[config.mk]
export PLATFORM = sky130hd
export DESIGN_NAME = dps_sci_arbiter
export DESIGN_NICKNAME = d
export VERILOG_FILES = /design/src/rtl/dps_sci_pkg.sv /design/src/rtl/dps_sci_rr_arb2.sv /design/src/rtl/dps_sci_arbiter.sv
export SDC_FILE = /design/constraint.sdc
export NUM_CORES = 1
export LEC_CHECK = 0
export BUFFER_PORTS_ARGS = -buffer_cell sky130_fd_sc_hd__buf_2
export CAP_MARGIN = 20
export CORE_ASPECT_RATIO = 2
export CORE_MARGIN = 8
export CORE_UTILIZATION = 35
export DETAILED_ROUTE_END_ITERATION = 10
export MAX_ROUTING_LAYER = met4
export PLACE_DENSITY = 0.94
export SYNTH_ARGS = -nofsm -noshare
export SYNTH_HDL_FRONTEND = slang
export SYNTH_SLANG_ARGS = --single-unit
export TNS_END_PERCENT = 10
[constraint.sdc]
create_clock -name iIF_CLOCK -period 3.45 [get_ports iIF_CLOCK]
set_input_delay 0.8625 -clock iIF_CLOCK [delete_from_list [all_inputs] [get_ports iIF_CLOCK]]
set_output_delay 0.8625 -clock iIF_CLOCK [all_outputs]
set_load 0.005 [all_outputs]
[src/rtl/dps_sci_pkg.sv]
`default_nettype none
// ============================================================================
//  Module   : dps_sci_pkg
//  Brief    : Shared constants and types for the SCI two-master arbiter.
//  Revision : 1.0 - initial release
// ============================================================================
package dps_sci_pkg;

   localparam logic [1:0] SCITX    = 2'd0;
   localparam logic [1:0] SCIRX    = 2'd1;
   localparam logic [1:0] SCICFG   = 2'd2;
   localparam logic [1:0] SCIUNMAP = 2'd3;

   localparam logic [0:0] ST_IDLE      = 1'b0;
   localparam logic [0:0] ST_READ_WAIT = 1'b1;

   localparam int P_TIMEOUT_DEF = 8;

   typedef struct packed {
      logic        rw;
      logic [1:0]  addr;
      logic [31:0] data;
   } sci_req_t;

   // Never narrower than one bit, even for a zero timeout.
   function automatic int cnt_width(input int t);
      return (t < 1) ? 1 : $clog2(t + 1);
   endfunction

endpackage
`default_nettype wire

[src/rtl/dps_sci_rr_arb2.sv]
`default_nettype none
// ============================================================================
//  Module   : dps_sci_rr_arb2
//  Brief    : Two-way round-robin grant from eligibility and last-grant pointer.
//  Revision : 1.0 - initial release
// ============================================================================
module dps_sci_rr_arb2 (
   input  logic [1:0] elig_i,
   input  logic       ptr_i,
   output logic [1:0] gnt_o
);

   // On a tie the master that did not win last time is granted.
   assign gnt_o[0] = elig_i[0] & (~elig_i[1] | ptr_i);
   assign gnt_o[1] = elig_i[1] & (~elig_i[0] | ~ptr_i);

endmodule
`default_nettype wire

[src/rtl/dps_sci_arbiter.sv]
`default_nettype none
// ============================================================================
//  Module   : dps_sci_arbiter
//  Brief    : Arbitrates two masters onto one SCI slave port with read timeout.
//  Revision : 1.0 - initial release
// ============================================================================
module dps_sci_arbiter
   import dps_sci_pkg::*;
#(
   parameter int P_TIMEOUT = P_TIMEOUT_DEF
) (
   input  logic        iIF_CLOCK,
   input  logic        inRESET,
   input  logic        iM0_REQ_VALID,
   output logic        oM0_REQ_BUSY,
   input  logic        iM0_REQ_RW,
   input  logic [1:0]  iM0_REQ_ADDR,
   input  logic [31:0] iM0_REQ_DATA,
   output logic        oM0_REQ_VALID,
   output logic [31:0] oM0_REQ_DATA,
   input  logic        iM1_REQ_VALID,
   output logic        oM1_REQ_BUSY,
   input  logic        iM1_REQ_RW,
   input  logic [1:0]  iM1_REQ_ADDR,
   input  logic [31:0] iM1_REQ_DATA,
   output logic        oM1_REQ_VALID,
   output logic [31:0] oM1_REQ_DATA,
   output logic        oS_REQ_VALID,
   output logic        oS_REQ_RW,
   output logic [1:0]  oS_REQ_ADDR,
   output logic [31:0] oS_REQ_DATA,
   input  logic        iS_REQ_BUSY,
   input  logic        iS_REQ_VALID,
   input  logic [31:0] iS_REQ_DATA,
   output logic        oTIMEOUT
);

   localparam int            CW    = cnt_width(P_TIMEOUT);
   localparam logic [CW-1:0] C_TMO = CW'(P_TIMEOUT);

   logic [0:0]    state_q, state_d;
   logic          ptr_q, ptr_d;
   logic          owner_q, owner_d;
   logic [CW-1:0] cnt_q, cnt_d;
   logic          synth_vld_q, synth_vld_d;
   logic          synth_own_q, synth_own_d;

   sci_req_t   m0_req, m1_req, g_req;
   logic [1:0] elig, gnt;
   logic       idle, g_vld, g_sel, read_local;
   logic       wait_resp, wait_tmo;
   logic       resp_vld, resp_own;
   logic [31:0] resp_data;

   assign m0_req = '{rw: iM0_REQ_RW, addr: iM0_REQ_ADDR, data: iM0_REQ_DATA};
   assign m1_req = '{rw: iM1_REQ_RW, addr: iM1_REQ_ADDR, data: iM1_REQ_DATA};

   assign idle = (state_q == ST_IDLE);

   // A TX write is held back while the slave FIFO is full.
   assign elig[0] = idle & iM0_REQ_VALID &
                    ~(iM0_REQ_RW & (iM0_REQ_ADDR == SCITX) & iS_REQ_BUSY);
   assign elig[1] = idle & iM1_REQ_VALID &
                    ~(iM1_REQ_RW & (iM1_REQ_ADDR == SCITX) & iS_REQ_BUSY);

   dps_sci_rr_arb2 u_rr (
      .elig_i (elig),
      .ptr_i  (ptr_q),
      .gnt_o  (gnt)
   );

   assign g_vld = |gnt;
   assign g_sel = gnt[1];
   assign g_req = g_sel ? m1_req : m0_req;

   // Reads of TX and the unmapped slot are answered locally with zero.
   assign read_local = ~g_req.rw & ((g_req.addr == SCITX) | (g_req.addr == SCIUNMAP));

   assign oS_REQ_VALID = inRESET & g_vld & ~read_local;
   assign oS_REQ_RW    = g_vld ? g_req.rw   : 1'b0;
   assign oS_REQ_ADDR  = g_vld ? g_req.addr : 2'd0;
   assign oS_REQ_DATA  = g_vld ? g_req.data : 32'd0;

   assign oM0_REQ_BUSY = ~(inRESET & gnt[0]);
   assign oM1_REQ_BUSY = ~(inRESET & gnt[1]);

   assign wait_resp = ~idle & iS_REQ_VALID;
   assign wait_tmo  = ~idle & ~iS_REQ_VALID & (cnt_q == C_TMO);

   assign resp_vld  = wait_resp | wait_tmo | (idle & synth_vld_q);
   assign resp_own  = idle ? synth_own_q : owner_q;
   assign resp_data = wait_resp ? iS_REQ_DATA : 32'd0;

   assign oM0_REQ_VALID = inRESET & resp_vld & ~resp_own;
   assign oM1_REQ_VALID = inRESET & resp_vld &  resp_own;
   assign oM0_REQ_DATA  = oM0_REQ_VALID ? resp_data : 32'd0;
   assign oM1_REQ_DATA  = oM1_REQ_VALID ? resp_data : 32'd0;
   assign oTIMEOUT      = inRESET & wait_tmo;

   always_comb begin
      state_d     = state_q;
      ptr_d       = ptr_q;
      owner_d     = owner_q;
      cnt_d       = cnt_q;
      synth_vld_d = 1'b0;
      synth_own_d = synth_own_q;
      if (idle) begin
         if (g_vld) begin
            ptr_d = g_sel;
            if (!g_req.rw) begin
               if (read_local) begin
                  synth_vld_d = 1'b1;
                  synth_own_d = g_sel;
               end else begin
                  state_d = ST_READ_WAIT;
                  owner_d = g_sel;
                  cnt_d   = '0;
               end
            end
         end
      end else begin
         if (wait_resp || wait_tmo) begin
            state_d = ST_IDLE;
         end else if (cnt_q != C_TMO) begin
            cnt_d = cnt_q + 1'b1;
         end
      end
   end

   always_ff @(posedge iIF_CLOCK or negedge inRESET) begin
      if (!inRESET) begin
         state_q     <= ST_IDLE;
         ptr_q       <= 1'b1;
         owner_q     <= 1'b0;
         cnt_q       <= '0;
         synth_vld_q <= 1'b0;
         synth_own_q <= 1'b0;
      end else begin
         state_q     <= state_d;
         ptr_q       <= ptr_d;
         owner_q     <= owner_d;
         cnt_q       <= cnt_d;
         synth_vld_q <= synth_vld_d;
         synth_own_q <= synth_own_d;
      end
   end

endmodule
`default_nettype wire

==> results of run 1 <==
flip-flops by register name, indices dropped and copies added, names as in the netlist:
name	count
ptr_q	1
cnt_q	4
owner_q	1
synth_vld_q	1
state_q	1
synth_own_q	1
area by class of cell:
cell class              count  area [um2]
clock buffers               4        45.0
fillers                   414        1760
inverters                   3        11.3
multi-input cells         231        1350
flip-flops and latches      9         226
well taps                  55        68.8
repair buffers            219        1140
metrics by stage:
stage / setup WS, ps / std cells / util, % / hold WS, ps / instance area (um2)
5_1_grt: 98.0 / 521 / 61.8 / 475 / 2840
6_report: 170 / 521 / 61.8 / 461 / 2840
2_1_floorplan: 614 / 268 / - / 474 / 1670
3_5_place_dp: 220 / 517 / 60.8 / 538 / 2800
4_1_cts: 190 / 521 / 61.8 / 469 / 2840
3_3_place_gp: 291 / 517 / 60.8 / 543 / 2800
path summary, 6_finish.rpt:
check                                 from           end
max                        iM0_REQ_ADDR[1]  oS_REQ_VALID
min                                inRESET   synth_vld_q
max reg2reg                        state_q   synth_vld_q
min reg2reg                          ptr_q         ptr_q
max in group asynchronous          inRESET      cnt_q[0]
min in group iIF_CLOCK               ptr_q         ptr_q
cell families after synthesis:
logic type	count (synthesis)	synth area share [%]
adder cells (fa/ha/maj)	2	1.50
AND/OR/NAND/NOR	162	51.8
multiplexers	3	2.17
AO/OA/AOI/OAI	60	22.5
flip-flops	9	13.6
XOR/XNOR	4	2.10
buffers and inverters	28	6.37
where the power goes:
| part | leakage [nW] | internal (W) | total [W] | switching (W) |
|---|---|---|---|---|
| clock | 0.0228 | 0.0000807 | 0.000124 | 0.0000438 |
| sequential | 0.117 | 0.000138 | 0.000175 | 0.0000369 |
| combinational | 1.75 | 0.000265 | 0.000603 | 0.000338 |
per-layer routing:
metal	up-vias	GRT usage (%)	part of all wire [%]
met3	23	8.64	14
met4	0	9.09	3.4
met5	-	-	0
li1	1354	-	-
met1	1241	19.3	34
met2	210	40.3	49
synthesized netlist by cell type (2+ instances only):
cell type,count,area (um2)
o21ai_1,5,25.0
a211oi_1,3,22.5
o21ai_0,29,145
dfrtp_1,8,200
nor2_1,4,15.0
nand3b_1,2,15.0
inv_1,3,11.3
a32o_1,3,30.0
and3_1,68,425
or3b_1,2,17.5
ha_1,2,25.0
xnor2_1,2,17.5
o211ai_1,2,15.0
nand2_1,70,263
and3b_1,2,17.5
a21oi_1,5,25.0
o32a_1,2,20.0
xor2_1,2,17.5
a21boi_1,3,22.5
clkbuf_1,23,86.3
nor2b_1,2,12.5
nand2b_1,2,12.5
==> impl_metrics.tcl, run 1 <==
set metrics [dict create \
    status "finished, final reports clean" \
    cellPowerDensity_mw_per_mm2 318 \
    ys_seq_elements 9 \
    fin_crit_sh_pct 95.1 \
    drc 0 \
    rsz0062_at_grt "no" \
    cp_top_family "compound AO/OA/AOI/OAI gates" \
    syn_nets 378 \
    worst-r2r-setup-slack_ps 1580 \
    dr.first_iter.drc_count 188 \
    clkSlewWorstSetupHoldPaths_ps 50 \
    leakage_nw 1.89 \
    htreeDepth 1 \
    final_common_cell "buf_2" \
    period_minus_slack_ps 3280 \
    endpoint_kind "output port" \
    skew_ps 3.07 \
    place.gp.congestion 0.936 \
    cp.depth 6 \
    drt-total-wl_um 8700 \
    critPathSlowestCell "a211o_1" \
    cts-hold-fix-buffers 0 \
    die_w_um 64.9 \
    final_cell_mix "212 x buf_2, 70 x nand2_1, 68 x and3_1" \
    arrival_ps 2420 \
    path_cells "buf_2 > nand4bb_1 > a211o_1 > mux2_4 > o221a_1 > buf_2" \
    grtUsageTotal_pct 22.1 \
    io_buffers 212 \
    cts.path.max_buffers 2 \
    ioPinCount 213 \
    nets 577 \
    synth_ff_type "dfrtp_1" \
    synth_edf_count 0 \
    hold_path_class "primary input to asynchronous set/reset pin" \
    final_max_slew_viol_count 0 \
    synth_cell_type_count 46 \
    worstSetupPathType "primary input to output port" \
    avgSynthCellArea_um2 6.23 \
    cts_sinks 9 \
    clock.fmax_mhz 305 \
    max_slew_margin_pct 59.3 \
    synthArstFlopShare_pct 100 \
    coreArea_mm2 0.00460 \
    crit_buf_inv 2 \
    grt-ovfl-total 0 \
    cap_violations 0 \
    die-area_mm2 0.00737 \
    diodes 0 \
    cp.required_ps 2590 \
    antenna_left 0 \
    antenna_found_initial 0 \
    initial_core_util_pct 36.3 \
    drive_gt1_share_pct 49.4 \
    path_max_fanout 7 \
    ys_seq_area_share_pct 13.6 \
    areaGrowthSynthToFinish_pct 70.1 \
    design_power_total_w 0.000903 \
    vias_per_cell 5.43 \
    cts_tree "built" \
    clk_latency_ps 240 \
    cts_setup_buffers 0 \
    num_vias 2828 \
    ys_warn_count 0 \
    hpwl_um 7440 \
    grt_pass1_wl_um 12900 \
    num_rows 35 \
    tns_ps 0 \
    grt_pass1_vias 2737 \
    ir_drop_mv 0.363 \
    syn_area_mm2 0.00167 \
    cts_root_buf "clkbuf_8" \
    crit_path_start_kind "primary input" \
    die_h_um 114 \
    grt_max_degree 65 \
    final_hold_viol_count 0 \
    first_pass_iters 4 \
    worst_slew_pin_slew_ps 609 \
    numCtsBuffers 3 \
    syn_inst 268 \
    rr_worst_depth 4 \
    cts-resized-gates 0 \
    crit_path_frequent_cell "buf_2" \
    setup-violations-final 0 \
    routedWlPerCell_um 16.7 \
    max_stage_delay_ps 390 \
]
Power figures use the tool's default switching activity.
==> run 2, diff against run 1 <==
--- a/config.mk
+++ b/config.mk
@@ -5,14 +5,15 @@
 export SDC_FILE = /design/constraint.sdc
 export NUM_CORES = 1
 export LEC_CHECK = 0
+export ABC_AREA = 1
 export BUFFER_PORTS_ARGS = -buffer_cell sky130_fd_sc_hd__buf_2
 export CAP_MARGIN = 20
 export CORE_ASPECT_RATIO = 2
 export CORE_MARGIN = 8
-export CORE_UTILIZATION = 35
+export CORE_UTILIZATION = 33
 export DETAILED_ROUTE_END_ITERATION = 10
 export MAX_ROUTING_LAYER = met4
-export PLACE_DENSITY = 0.94
+export PLACE_DENSITY = 0.9
 export SYNTH_ARGS = -nofsm -noshare
 export SYNTH_HDL_FRONTEND = slang
 export SYNTH_SLANG_ARGS = --single-unit
==> constraint.sdc (replaced) <==
create_clock -name iIF_CLOCK -period 3.7 [get_ports iIF_CLOCK]
set_input_delay 0.925 -clock iIF_CLOCK [delete_from_list [all_inputs] [get_ports iIF_CLOCK]]
set_output_delay 0.925 -clock iIF_CLOCK [all_outputs]
set_load 0.1 [all_outputs]
==> run 2 against run 1 <==
Combinational power grew to 4.0 times the previous value. Synthesized cell count is 21% higher. First-iteration DRC count is 70% higher. Global-route usage is 6.1 points higher. Flip-flop and latch count unchanged. Critical path type unchanged. Total power rose to 3.0 times the previous value. Largest power group unchanged. Clock-buffer cell count did not move. Area after synthesis increased by 0.37%. Core utilization grew 24 points. Sequential power is 3% higher. Hold slack better by 31 ps. Critical path depth up 7.
==> impl_metrics.tcl, run 2 <==
set metrics [dict create \
    status "finished, final reports clean" \
    htreeDepth 1 \
    num_vias 3146 \
    syn_nets 435 \
    synthArstFlopShare_pct 100 \
    diodes 0 \
    drive_gt1_share_pct 45.3 \
    ir_drop_mv 0.569 \
    die_h_um 117 \
    cap_violations 0 \
    final_cell_mix "113 x buf_2, 102 x nand2_1, 100 x buf_12" \
    avgSynthCellArea_um2 5.16 \
    synthTopCellsByCount "103 x nand2_1, 65 x nor3_1, 52 x inv_1" \
    dr.first_iter.drc_count 320 \
    fin_crit_sh_pct 92.7 \
    post-route-util_pct 86.0 \
    initial_core_util_pct 33.5 \
    place.gp.congestion 0.856 \
    cp.required_ps 2770 \
    cts-hold-fix-buffers 0 \
    cts_root_buf "clkbuf_8" \
    period_minus_slack_ps 3430 \
    numCtsBuffers 3 \
    clock.fmax_mhz 291 \
    skew_ps 0.972 \
    cts_setup_buffers 0 \
    dp_worst_setup_slack_ps 289 \
    synth_cell_type_count 25 \
    areaGrowthSynthToFinish_pct 156 \
    path_max_fanout 9 \
    grt_pass1_wl_um 16500 \
    largest_register_ffs 4 \
    stdcell_count 583 \
    hold_path_class "flop to flop" \
    ys_warn_count 0 \
    leakage_nw 2.26 \
    setup-violations-final 0 \
    worst_slew_pin_slew_ps 589 \
    dpl.cell_count 579 \
    arrival_ps 2510 \
    tns_ps 0 \
    grt-ovfl-total 0 \
    ys_seq_area_share_pct 13.5 \
    cts-resized-gates 0 \
    max_slew_margin_pct 60.7 \
    crit_path_start_kind "primary input" \
    antenna_left 0 \
    syn_inst 325 \
    io_buffers 212 \
    ioPinCount 213 \
    first_pass_iters 6 \
    grt_pass1_vias 3201 \
    syn_area_mm2 0.00168 \
    finalHoldWorstSlack_ps 492 \
    rsz0062_at_grt "no" \
    hpwl_um 9570 \
    endpoint_kind "output port" \
    antenna_found_initial 0 \
    yosysTopAreaCellShare_pct 23.1 \
    final_max_slew_viol_count 0 \
    drt-total-wl_um 11100 \
    drc 0 \
    clkSlewWorstSetupHoldPaths_ps 50 \
    cellPowerDensity_mw_per_mm2 638 \
    synth_ff_type "dfrtp_1" \
    cts_tree "built" \
    nets 636 \
    grtUsageTotal_pct 28.1 \
    synth_area_leader_cell "nand2_1" \
    grt_max_degree 65 \
    synth_most_common_cell "nand2_1" \
    synth.area.top_cells "nand2_1 23%, nor3_1 19%, nand3_1 13%" \
    cts_sinks 9 \
    num_rows 37 \
    worstSetupPathType "primary input to output port" \
    clk_latency_ps 240 \
    ys_seq_elements 9 \
    final_hold_viol_count 0 \
    die_w_um 66.4 \
    final_common_cell "buf_2" \
    synth_edf_count 0 \
    coreArea_mm2 0.00500 \
    die-area_mm2 0.00776 \
    routedWlPerCell_um 19.1 \
    vias_per_cell 5.40 \
    cts.path.max_buffers 2 \
    regMostFlops "cnt_q" \
    layout_setup_ws_ps 269 \
]
==> run 2: changes by cell type in the layout (fill, tap and decap cells not counted), moves of 32 or more <==
cell     previous run  this run
nand3_1             1        44
inv_1               3        52
and3_1             68         0
buf_2             212       113
nand2_1            70       102
nor3_1              1        65
buf_12              2       100
==> run 2: cells by family (layout without fill, tap and decap cells) <==
kind of cell	count (synthesis)	in the layout	synth area share, %
XOR/XNOR	2	2	1.04
flip-flops	9	9	13.5
AND/OR/NAND/NOR	229	229	62.5
adder cells (fa/ha/maj)	2	2	1.49
AO/OA/AOI/OAI	5	5	2.69
buffers and inverters	78	278	18.8
==> run 2: final timing paths <==
path / from / endpoint / slack, ps / cells past startpoint
setup / recovery: iM1_REQ_RW / oS_REQ_VALID / 270 / 13
hold reg to reg: ptr_q / ptr_q / 490 / 2
setup reg to reg: state_q / cnt_q[1] / 1850 / 10
max in group asynchronous: inRESET / ptr_q / 2850 / 1
min in group asynchronous: inRESET / cnt_q[0] / 570 / 1
hold / removal: ptr_q / ptr_q / 490 / 2
==> run 2: critical path: stages <==
cell and delay (ps):
buf_2 110, nand2_1 50, inv_1 60, a21oi_4 260, nand2_4 140, nand2_1 90, nand2_1 90, nand2_1 180
nand2_2 90, nand2_1 80, nand3_1 110, inv_1 130, buf_12 180
==> run 2: routing by layer <==
| layer | global-route usage (%) | vias to the layer above | routed length, um |
|---|---|---|---|
| li1 | - | 1422 | - |
| met1 | 29.6 | 1409 | 3790 |
| met2 | 48.2 | 271 | 5550 |
| met3 | 8.87 | 44 | 1400 |
| met4 | 8.90 | 0 | 403 |
| met5 | - | - | 0 |
==> run 2: final cells by class <==
class                           instances  area (um2)
Timing Repair Buffer                  219        2610
Multi-Input combinational cell        238        1140
Fill cell                             255         699
Sequential cell                         9         226
Inverter                               55         206
Tap cell                               58        72.6
Clock buffer                            4        45.0
==> run 2: where the power goes <==
part           leakage (nW)  internal (W)  switching, W
combinational          2.12      0.000719       0.00172
sequential            0.116      0.000140     0.0000396
clock                0.0228     0.0000757     0.0000460
==> run 2: per-stage QoR <==
step	instance area [um2]	power, W
floorplan	1680	0.00175
global placement	4260	0.00254
detailed placement	4260	0.00260
CTS	4300	0.00273
global route	4300	0.00284
finish	4300	0.00274
